**config.mk**
```make
export PLATFORM = sky130hd
export DESIGN_NAME = tone_sequencer_flat
export DESIGN_NICKNAME = d
export VERILOG_FILES = /design/src/rtl/tone_sequencer_if.sv /design/src/rtl/tone_sequencer.sv /design/src/flat_wrapper.sv
export SDC_FILE = /design/constraint.sdc
export NUM_CORES = 1
export LEC_CHECK = 0
export ABC_AREA = 0
export CAP_MARGIN = 0
export CORE_ASPECT_RATIO = 1.1
export CORE_MARGIN = 3
export CORE_UTILIZATION = 40
export DETAILED_ROUTE_END_ITERATION = 10
export REMOVE_ABC_BUFFERS = 1
export SLEW_MARGIN = 10
export SYNTH_ARGS = -nofsm -noshare
export SYNTH_HDL_FRONTEND = slang
export SYNTH_SLANG_ARGS = --single-unit
export TNS_END_PERCENT = 30
```
**constraint.sdc**
```tcl
create_clock -name CLOCK_50 -period 14.55 [get_ports CLOCK_50]
set_input_delay 4.365 -clock CLOCK_50 [delete_from_list [all_inputs] [get_ports CLOCK_50]]
set_output_delay 4.365 -clock CLOCK_50 [all_outputs]
set_load 0.02 [all_outputs]
```
**src/rtl/tone_sequencer_if.sv**
```systemverilog
// Control, table-write and status signals between the tone sequencer and its
// controller; the sequencer takes the slave side.
interface tone_sequencer_if #(
    parameter int DEPTH     = 16,
    parameter int HW_WIDTH  = 20,
    parameter int DUR_WIDTH = 16
);
    localparam int AW = $clog2(DEPTH);

    logic                          wr_en;
    logic [AW-1:0]                 wr_addr;
    logic [HW_WIDTH+DUR_WIDTH-1:0] wr_data;
    logic                          start;
    logic                          stop;
    logic                          loop;
    logic                          busy;
    logic                          gate;
    logic [HW_WIDTH-1:0]           half_period;
    logic [AW-1:0]                 note_index;
    logic                          done;

    modport master (
        output wr_en, wr_addr, wr_data, start, stop, loop,
        input  busy, gate, half_period, note_index, done
    );

    modport slave (
        input  wr_en, wr_addr, wr_data, start, stop, loop,
        output busy, gate, half_period, note_index, done
    );
endinterface

```
**src/rtl/tone_sequencer.sv**
```systemverilog
// Steps through a note table and drives the square-wave oscillator's
// half-period and gate with tick-granularity note durations.
//
// state | meaning
// IDLE  | outputs quiet, waiting for start
// LOAD  | one cycle: read table[note_index], decide next note / loop / end
// PLAY  | current note sounding; tick and duration counters running
module tone_sequencer #(
    parameter int DEPTH     = 16,
    parameter int HW_WIDTH  = 20,
    parameter int DUR_WIDTH = 16,
    parameter int TICK_DIV  = 50_000
) (
    input  logic               CLOCK_50,
    input  logic               reset,
    tone_sequencer_if.slave    bus
);
    localparam int AW = $clog2(DEPTH);
    localparam int EW = HW_WIDTH + DUR_WIDTH;
    localparam int TW = $clog2(TICK_DIV);
    localparam logic [TW-1:0] TICK_LAST = TW'(TICK_DIV - 1);

    typedef enum logic [1:0] {
        IDLE = 2'd0,
        LOAD = 2'd1,
        PLAY = 2'd2
    } state_t;

    state_t               state_q, state_n;
    logic [EW-1:0]        table_q [DEPTH];
    logic [AW-1:0]        idx_q, idx_n;
    logic [HW_WIDTH-1:0]  hp_q, hp_n;
    logic                 gate_q, gate_n;
    logic                 busy_q;
    logic                 done_q, done_n;
    logic [DUR_WIDTH-1:0] dur_q, dur_n;
    logic [TW-1:0]        tick_q, tick_n;

    logic [EW-1:0]        entry;
    logic [HW_WIDTH-1:0]  ent_hp;
    logic [DUR_WIDTH-1:0] ent_dur;

    // Registered write, combinational read: a LOAD coinciding with a write
    // to the same entry naturally sees the old contents.
    always_ff @(posedge CLOCK_50) begin
        if (reset) begin
            for (int i = 0; i < DEPTH; i++) begin
                table_q[i] <= '0;
            end
        end else if (bus.wr_en) begin
            table_q[bus.wr_addr] <= bus.wr_data;
        end
    end

    assign entry   = table_q[idx_q];
    assign ent_hp  = entry[EW-1:DUR_WIDTH];
    assign ent_dur = entry[DUR_WIDTH-1:0];

    always_ff @(posedge CLOCK_50) begin
        if (reset) begin
            state_q <= IDLE;
            idx_q   <= '0;
            hp_q    <= '0;
            gate_q  <= 1'b0;
            busy_q  <= 1'b0;
            done_q  <= 1'b0;
            dur_q   <= '0;
            tick_q  <= '0;
        end else begin
            state_q <= state_n;
            idx_q   <= idx_n;
            hp_q    <= hp_n;
            gate_q  <= gate_n;
            busy_q  <= (state_n != IDLE);
            done_q  <= done_n;
            dur_q   <= dur_n;
            tick_q  <= tick_n;
        end
    end

    always_comb begin
        state_n = state_q;
        idx_n   = idx_q;
        hp_n    = hp_q;
        gate_n  = gate_q;
        done_n  = 1'b0;
        dur_n   = dur_q;
        tick_n  = tick_q;

        if (bus.stop) begin
            state_n = IDLE;
            hp_n    = '0;
            gate_n  = 1'b0;
        end else begin
            case (state_q)
                IDLE: begin
                    hp_n   = '0;
                    gate_n = 1'b0;
                    if (bus.start) begin
                        idx_n   = '0;
                        state_n = LOAD;
                    end
                end
                LOAD: begin
                    if (ent_dur == '0) begin
                        // A marker at entry 0 always ends, so an empty table cannot spin
                        if (bus.loop && (idx_q != '0)) begin
                            idx_n   = '0;
                            state_n = LOAD;
                        end else begin
                            done_n  = 1'b1;
                            hp_n    = '0;
                            gate_n  = 1'b0;
                            state_n = IDLE;
                        end
                    end else begin
                        hp_n    = ent_hp;
                        gate_n  = (ent_hp != '0);
                        dur_n   = ent_dur;
                        tick_n  = TICK_LAST;
                        state_n = PLAY;
                    end
                end
                PLAY: begin
                    if (tick_q == '0) begin
                        tick_n = TICK_LAST;
                        dur_n  = dur_q - 1'b1;
                        if (dur_q == DUR_WIDTH'(1)) begin
                            idx_n   = idx_q + 1'b1;
                            state_n = LOAD;
                        end
                    end else begin
                        tick_n = tick_q - 1'b1;
                    end
                end
                default: begin
                    state_n = IDLE;
                end
            endcase
        end
    end

    assign bus.busy        = busy_q;
    assign bus.gate        = gate_q;
    assign bus.half_period = hp_q;
    assign bus.note_index  = idx_q;
    assign bus.done        = done_q;
endmodule

```
**src/flat_wrapper.sv**
```systemverilog
// flat-port wrapper written by rule: the top's interface ports become plain ports
module tone_sequencer_flat 
#(
    parameter int DEPTH     = 16,
    parameter int HW_WIDTH  = 20,
    parameter int DUR_WIDTH = 16,
    parameter int TICK_DIV  = 50_000
)
  (CLOCK_50, reset, bus_wr_en, bus_wr_addr, bus_wr_data, bus_start, bus_stop, bus_loop, bus_busy, bus_gate, bus_half_period, bus_note_index, bus_done);
  tone_sequencer_if #(.DEPTH(DEPTH), .HW_WIDTH(HW_WIDTH), .DUR_WIDTH(DUR_WIDTH)) bus_i ();
  input  logic CLOCK_50;
  input  logic reset;
  input wire logic [$bits(bus_i.wr_en)-1:0] bus_wr_en;
  input wire logic [$bits(bus_i.wr_addr)-1:0] bus_wr_addr;
  input wire logic [$bits(bus_i.wr_data)-1:0] bus_wr_data;
  input wire logic [$bits(bus_i.start)-1:0] bus_start;
  input wire logic [$bits(bus_i.stop)-1:0] bus_stop;
  input wire logic [$bits(bus_i.loop)-1:0] bus_loop;
  output wire logic [$bits(bus_i.busy)-1:0] bus_busy;
  output wire logic [$bits(bus_i.gate)-1:0] bus_gate;
  output wire logic [$bits(bus_i.half_period)-1:0] bus_half_period;
  output wire logic [$bits(bus_i.note_index)-1:0] bus_note_index;
  output wire logic [$bits(bus_i.done)-1:0] bus_done;
  assign bus_i.wr_en = bus_wr_en;
  assign bus_i.wr_addr = bus_wr_addr;
  assign bus_i.wr_data = bus_wr_data;
  assign bus_i.start = bus_start;
  assign bus_i.stop = bus_stop;
  assign bus_i.loop = bus_loop;
  assign bus_busy = bus_i.busy;
  assign bus_gate = bus_i.gate;
  assign bus_half_period = bus_i.half_period;
  assign bus_note_index = bus_i.note_index;
  assign bus_done = bus_i.done;
  tone_sequencer #(.DEPTH(DEPTH), .HW_WIDTH(HW_WIDTH), .DUR_WIDTH(DUR_WIDTH), .TICK_DIV(TICK_DIV)) u_core (.CLOCK_50(CLOCK_50), .reset(reset), .bus(bus_i));
endmodule
```
==> results of run 1 <==
## per-stage QoR
stage	setup slack [ps]	cells	hold WS, ps	utilization, %
floorplan	5180	1778	433	-
global placement	6720	2821	445	43.2
detailed placement	6660	2821	447	43.2
CTS	7340	2952	462	46.6
global route	7130	2952	495	46.6
finish	7310	2954	459	46.7
## sequential cells by signal (all words and copies together) (netlist names), 2 cells and up, named ones only
name                    flops
u_core.bus.half_period     20
u_core.dur_q               16
u_core.bus.note_index       4
u_core.state_q              2
u_core.table_q            576
u_core.tick_q              16
## kinds of logic after synthesis
group | after synthesis | share of synthesized area (%)
compound gates | 160 | 3.76
simple gates | 791 | 16.1
flops | 641 | 64.6
buf+inv | 166 | 2.27
mux | 165 | 12.9
fa+ha+maj | 6 | 0.261
xor+xnor | 3 | 0.0913
## worst min path at each step
stage                                 start           endpoint  slack [ps]  depth (start not counted)
after detailed placement    u_core.bus.gate    u_core.bus.gate         450                          2
after global routing        u_core.dur_q[7]    u_core.dur_q[7]         490                          2
after floorplan           u_core.tick_q[15]  u_core.tick_q[15]         430                          1
after CTS                   u_core.bus.gate    u_core.bus.gate         460                          2
final                       u_core.bus.gate    u_core.bus.gate         460                          2
after global placement      u_core.bus.gate    u_core.bus.gate         440                          2
## placed cells by master, fill, tap and decap left out, types with 5 or more instances in the layout
| cell type | n |
|---|---|
| and2_1 | 578 |
| edfxtp_1 | 576 |
| mux4_2 | 164 |
| clkbuf_16 | 72 |
| clkdlybuf4s50_1 | 72 |
| nor2_1 | 69 |
| dfxtp_1 | 61 |
| a22oi_1 | 52 |
| nand2_1 | 49 |
| buf_4 | 35 |
| a21oi_1 | 32 |
| o21ai_0 | 19 |
| o21ai_4 | 12 |
| nor2_4 | 12 |
| nor3_1 | 12 |
| clkinv_2 | 12 |
| inv_1 | 11 |
| clkinv_1 | 11 |
| nand3_1 | 11 |
| clkbuf_1 | 11 |
| bufinv_16 | 10 |
| or4_1 | 9 |
| nor4_1 | 8 |
| or3_1 | 7 |
| or2_2 | 6 |
| ha_1 | 6 |
| nor2b_1 | 5 |
| a31oi_1 | 5 |
| o221a_2 | 5 |
| o32ai_1 | 5 |
## where the power goes
part,switching [mW],internal [mW]
Clock,0.758,1.12
Combinational,0.147,0.0805
Sequential,0.0302,2.10
Total,0.936,3.30
## critical path, cell delays in order
cell and delay, ps:
clkdlybuf4s50_1 400, buf_4 240, clkinv_1 120, nand2_1 90
or3_1 590, nor3_2 210, buf_4 430, or2_2 940
## per-layer routing
layer | wire length, microns | up-vias | global-route usage, % | share of wire [%]
met1 | 31800 | 8609 | 27.7 | 42
met3 | 4660 | 127 | 3.60 | 6.1
met2 | 38100 | 591 | 34.7 | 50
li1 | - | 7243 | - | -
met5 | 0 | - | 0 | 0
met4 | 1840 | 0 | 5.96 | 2.4
## layout make-up
| type | instances | area [sq um] | area share (%) |
|---|---|---|---|
| Sequential cell | 641 | 18600 | 56.3 |
| Clock inverter | 44 | 528 | 1.60 |
| Inverter | 12 | 45.0 | 0.136 |
| Tap cell | 936 | 1170 | 3.54 |
| Timing Repair Buffer | 107 | 983 | 2.98 |
| Antenna cell | 2 | 5.00 | 0.0151 |
| Clock buffer | 87 | 1900 | 5.74 |
| Multi-Input combinational cell | 1125 | 9800 | 29.7 |
==> impl_metrics.yaml, run 1 <==
cells_and_area:
  fill_cells: 6056
  syn_to_final_growth_pct: 14.8
  design_area_sq_um: 33000
  layout.nets: 2010
  drive_gt1_share_pct: 18.0
sta:
  slew_violations: 0
  max_freq_mhz: 138
  rsz0062_at_grt: "false"
  finalClockSkew_ps: 20.7
  fin_setup_tns_ps: 0
  finalHoldViolCount: 0
  setup_viol: 0
  min_period_ps: 7240
  relSlewSlack_pct: 18.0
  worst_slew_pin_slew_ps: 1230
  post-route-period-util_pct: 49.8
place:
  gp_congestion: 0.803
  hpwl_microns: 42700
  place_area_sq_um: 30600
  port_buffers: 72
yosys:
  ys_types: 56
  syn-cell-area_sq_um: 28800
  synthCells: 1932
  synth_top_area_share_pct: 60.1
  avgSynthCellArea_sq_um: 14.9
  synth_top_cell_by_area: "edfxtp_1"
  yosysMostFrequentCell: "and2_1"
  yosys-top-cells-area: "edfxtp_1 (60%), mux4_2 (13%), and2_1 (13%)"
  synthTopCellsByCount: "and2_1 (578), edfxtp_1 (576), mux4_2 (164)"
  synth_top_flop_cell: "edfxtp_1"
  synthArstFlopShare_pct: 0
  ys_ff_latch: 641
  yosysSeqAreaShare_pct: 64.6
  ys_warn_count: 0
  synth-edff-count: 576
drt:
  via_per_inst: 5.61
  dr.first_iter.drc_count: 1728
  vias: 16600
  wl_per_cell_microns: 25.9
  wl_microns: 76500
  drc: 0
  postRouteAntennaNets: 0
  dr.pass1.iters: 8
clocking:
  h-tree-depth: 3
  post-cts-setup-buffers: 0
  cts_buffers: 71
  clock_latency_ps: 620
  cts_tree: "yes"
  cts_resized: 0
  cts_hold_buf: 0
  cts_sinks: 641
  clockRootBuffer: "clkbuf_16"
  clock_tree.buffer_depth: 3
  clk_pin_slew_worst_paths_ps: 60
worst_hold_path:
  hold_path_class: "flip-flop to flip-flop"
floorplanning:
  initial_utilization_pct: 40.6
  ios: 73
  dieArea_sq_um: 75200
  core_area_sq_um: 70800
  die_y_microns: 287
  fp.dieW_microns: 262
  num_rows: 102
pwr:
  p_leak_nw: 11.0
  power_density_nw_per_um2: 128
  peakVddDrop_uv: 83.8
  total_power_mw: 4.23
grt:
  grt_max_degree: 72
  globalRoute.totalOverflow: 0
  grt_pass1_wl_microns: 114000
  grt_antenna_before_repair: 1
  first_global_vias: 17300
  grtUsageTotal_pct: 20.7
job:
  maxCapViolCount: 0
critical_path:
  crit_path_end_kind: "flip-flop"
  crit_arrival_ps: 7460
  critPathLaunch: "reset"
  critPathLaunchType: "primary input"
  required_ps: 14770
  rr_worst_depth: 9
  crit_end: "u_core.table_q[0][4]"
  critical_path_peak_fanout: 37
  crit_type: "primary input to flip-flop"
  rrSetupSlack_ps: 9480
run_status:
  status: "completed"
No activity file was read; power rests on OpenSTA's default activity.
==> run 2, diff against run 1 <==
- clock period: 14.55 -> 7.15 ns (I/O delays scaled with it)
==> run 2 against run 1 <==
Design area decreased by 0.15%. Die area unchanged. Core utilization decreased by 0.069 points. Critical path depth increased by 2. First-iteration DRC count decreased by 14%. Flip-flop and latch count unchanged. Total power increased by 99%. Largest cell class unchanged. Highest routed layer is now met5.
==> impl_metrics.yaml, run 2 (synthesized netlist as in run 1, its figures left out) <==
critical_path:
  crit_type: "primary input to flip-flop"
  critPathLaunchType: "primary input"
  crit_arrival_ps: 5050
  crit_path_end_kind: "flip-flop"
  rrSetupSlack_ps: 2550
  critical_path_peak_fanout: 37
  required_ps: 7380
sta:
  max_freq_mhz: 207
  min_period_ps: 4820
  finalHoldViolCount: 0
  post-route-period-util_pct: 67.4
  worst_slew_pin_slew_ps: 1220
  slew_violations: 0
  finalClockSkew_ps: 26.6
  relSlewSlack_pct: 18.5
  worst_slack_ps: 2330
  rsz0062_at_grt: "false"
  setup_viol: 0
  timing.hold.ws_ps: 459
grt:
  globalRoute.totalOverflow: 0
  grtUsageTotal_pct: 20.2
  grt_antenna_before_repair: 3
  grt_pass1_wl_microns: 112000
  grt_max_degree: 75
  first_global_vias: 17000
cells_and_area:
  most-common-layout-cells: "and2_1 (578), edfxtp_1 (576), mux4_2 (164), clkbuf_16 (72), clkdlybuf4s50_1 (72)"
  syn_to_final_growth_pct: 14.6
  drive_gt1_share_pct: 17.9
  final_util_pct: 46.6
  layout.nets: 2014
  top_register: "u_core.table_q"
  largest_reg_flops: 576
  design_area_sq_um: 33000
  layout_commonest_cell: "and2_1"
pwr:
  total_power_mw: 8.44
  power_density_nw_per_um2: 256
  p_leak_nw: 10.9
  peakVddDrop_uv: 152
clocking:
  cts_hold_buf: 0
  clock_latency_ps: 610
  clockRootBuffer: "clkbuf_16"
  clk_pin_slew_worst_paths_ps: 60
  h-tree-depth: 3
  post-cts-setup-buffers: 0
  cts_tree: "yes"
  clock_tree.buffer_depth: 3
  cts_buffers: 70
  cts_sinks: 641
  cts_resized: 0
job:
  maxCapViolCount: 0
drt:
  postRouteAntennaNets: 0
  dr.first_iter.drc_count: 1482
  dr.pass1.iters: 5
  vias: 16500
  wl_per_cell_microns: 25.3
  wl_microns: 75000
  wl_met1_microns: 31400
  via_per_inst: 5.58
  wl_met2_microns: 37300
  met3_length_microns: 4790
  top_layer: "met5"
  drc: 0
floorplanning:
  ios: 73
  fp.dieW_microns: 262
  initial_utilization_pct: 40.6
  dieArea_sq_um: 75200
  die_y_microns: 287
  num_rows: 102
  core_area_sq_um: 70800
place:
  hpwl_microns: 43200
  place_area_sq_um: 30700
  port_buffers: 72
  dp_slack_ps: 1700
  gp_congestion: 0.820
worst_hold_path:
  hold_path_class: "flip-flop to flip-flop"
run_status:
  status: "completed"
[run 2: changes by cell type in the layout (fill, tap and decap cells not counted)]
cell and delta:
clkinv_4 -2, clkinvlp_2 -1, clkbuf_8 +4, buf_16 +1, buf_12 +1, buf_4 +3, clkinv_1 -1, bufinv_16 -4
inv_16 -1, inv_6 -3, clkbuf_1 +3, diode_2 +3
[run 2: where the power goes]
group / leakage, nW / switching, mW / internal [mW]
Clock: 1.13 / 1.49 / 2.15
Sequential: 6.02 / 0.0611 / 4.28
Combinational: 3.79 / 0.299 / 0.166
Total: 10.9 / 1.85 / 6.59
[run 2: cell type report]
cell class | instances | area [sq um]
fillers | 6083 | 37800
flip-flops and latches | 641 | 18600
inverters | 12 | 45.0
multi-input cells | 1125 | 9800
clock buffers | 94 | 1960
diodes | 5 | 12.5
repair buffers | 112 | 1050
clock inverters | 32 | 335
well taps | 936 | 1170
[run 2: per-layer routing]
metal | up-vias | track usage (%)
li1 | 7254 | -
met1 | 8617 | 27.4
met2 | 529 | 34.1
met3 | 94 | 3.20
met4 | 2 | 5.38
met5 | - | 0
[run 2: per-stage QoR]
| stage | cells | setup TNS, ps |
|---|---|---|
| 2_1_floorplan | 1778 | -116520 |
| 3_3_place_gp | 2825 | 0 |
| 3_5_place_dp | 2825 | 0 |
| 4_1_cts | 2951 | 0 |
| 5_1_grt | 2952 | 0 |
| 6_report | 2957 | 0 |
[run 2: worst paths after layout]
path                            cells past startpoint       startpoint                     to
worst max-delay path                               10            reset  u_core.table_q[12][9]
worst min-delay path                                2  u_core.bus.gate        u_core.bus.gate
worst max register to register                     10        flip-flop              flip-flop
worst min register to register                      2  u_core.bus.gate        u_core.bus.gate
[run 2: critical path, cell delays in order]
cell             delay (ps)
clkdlybuf4s50_1         400
buf_4                   250
clkinv_1                100
buf_4                   440
nand4_1                 140
buf_4                   230
nor3_2                  110
buf_4                   460
or2_2                   200
buf_4                   530
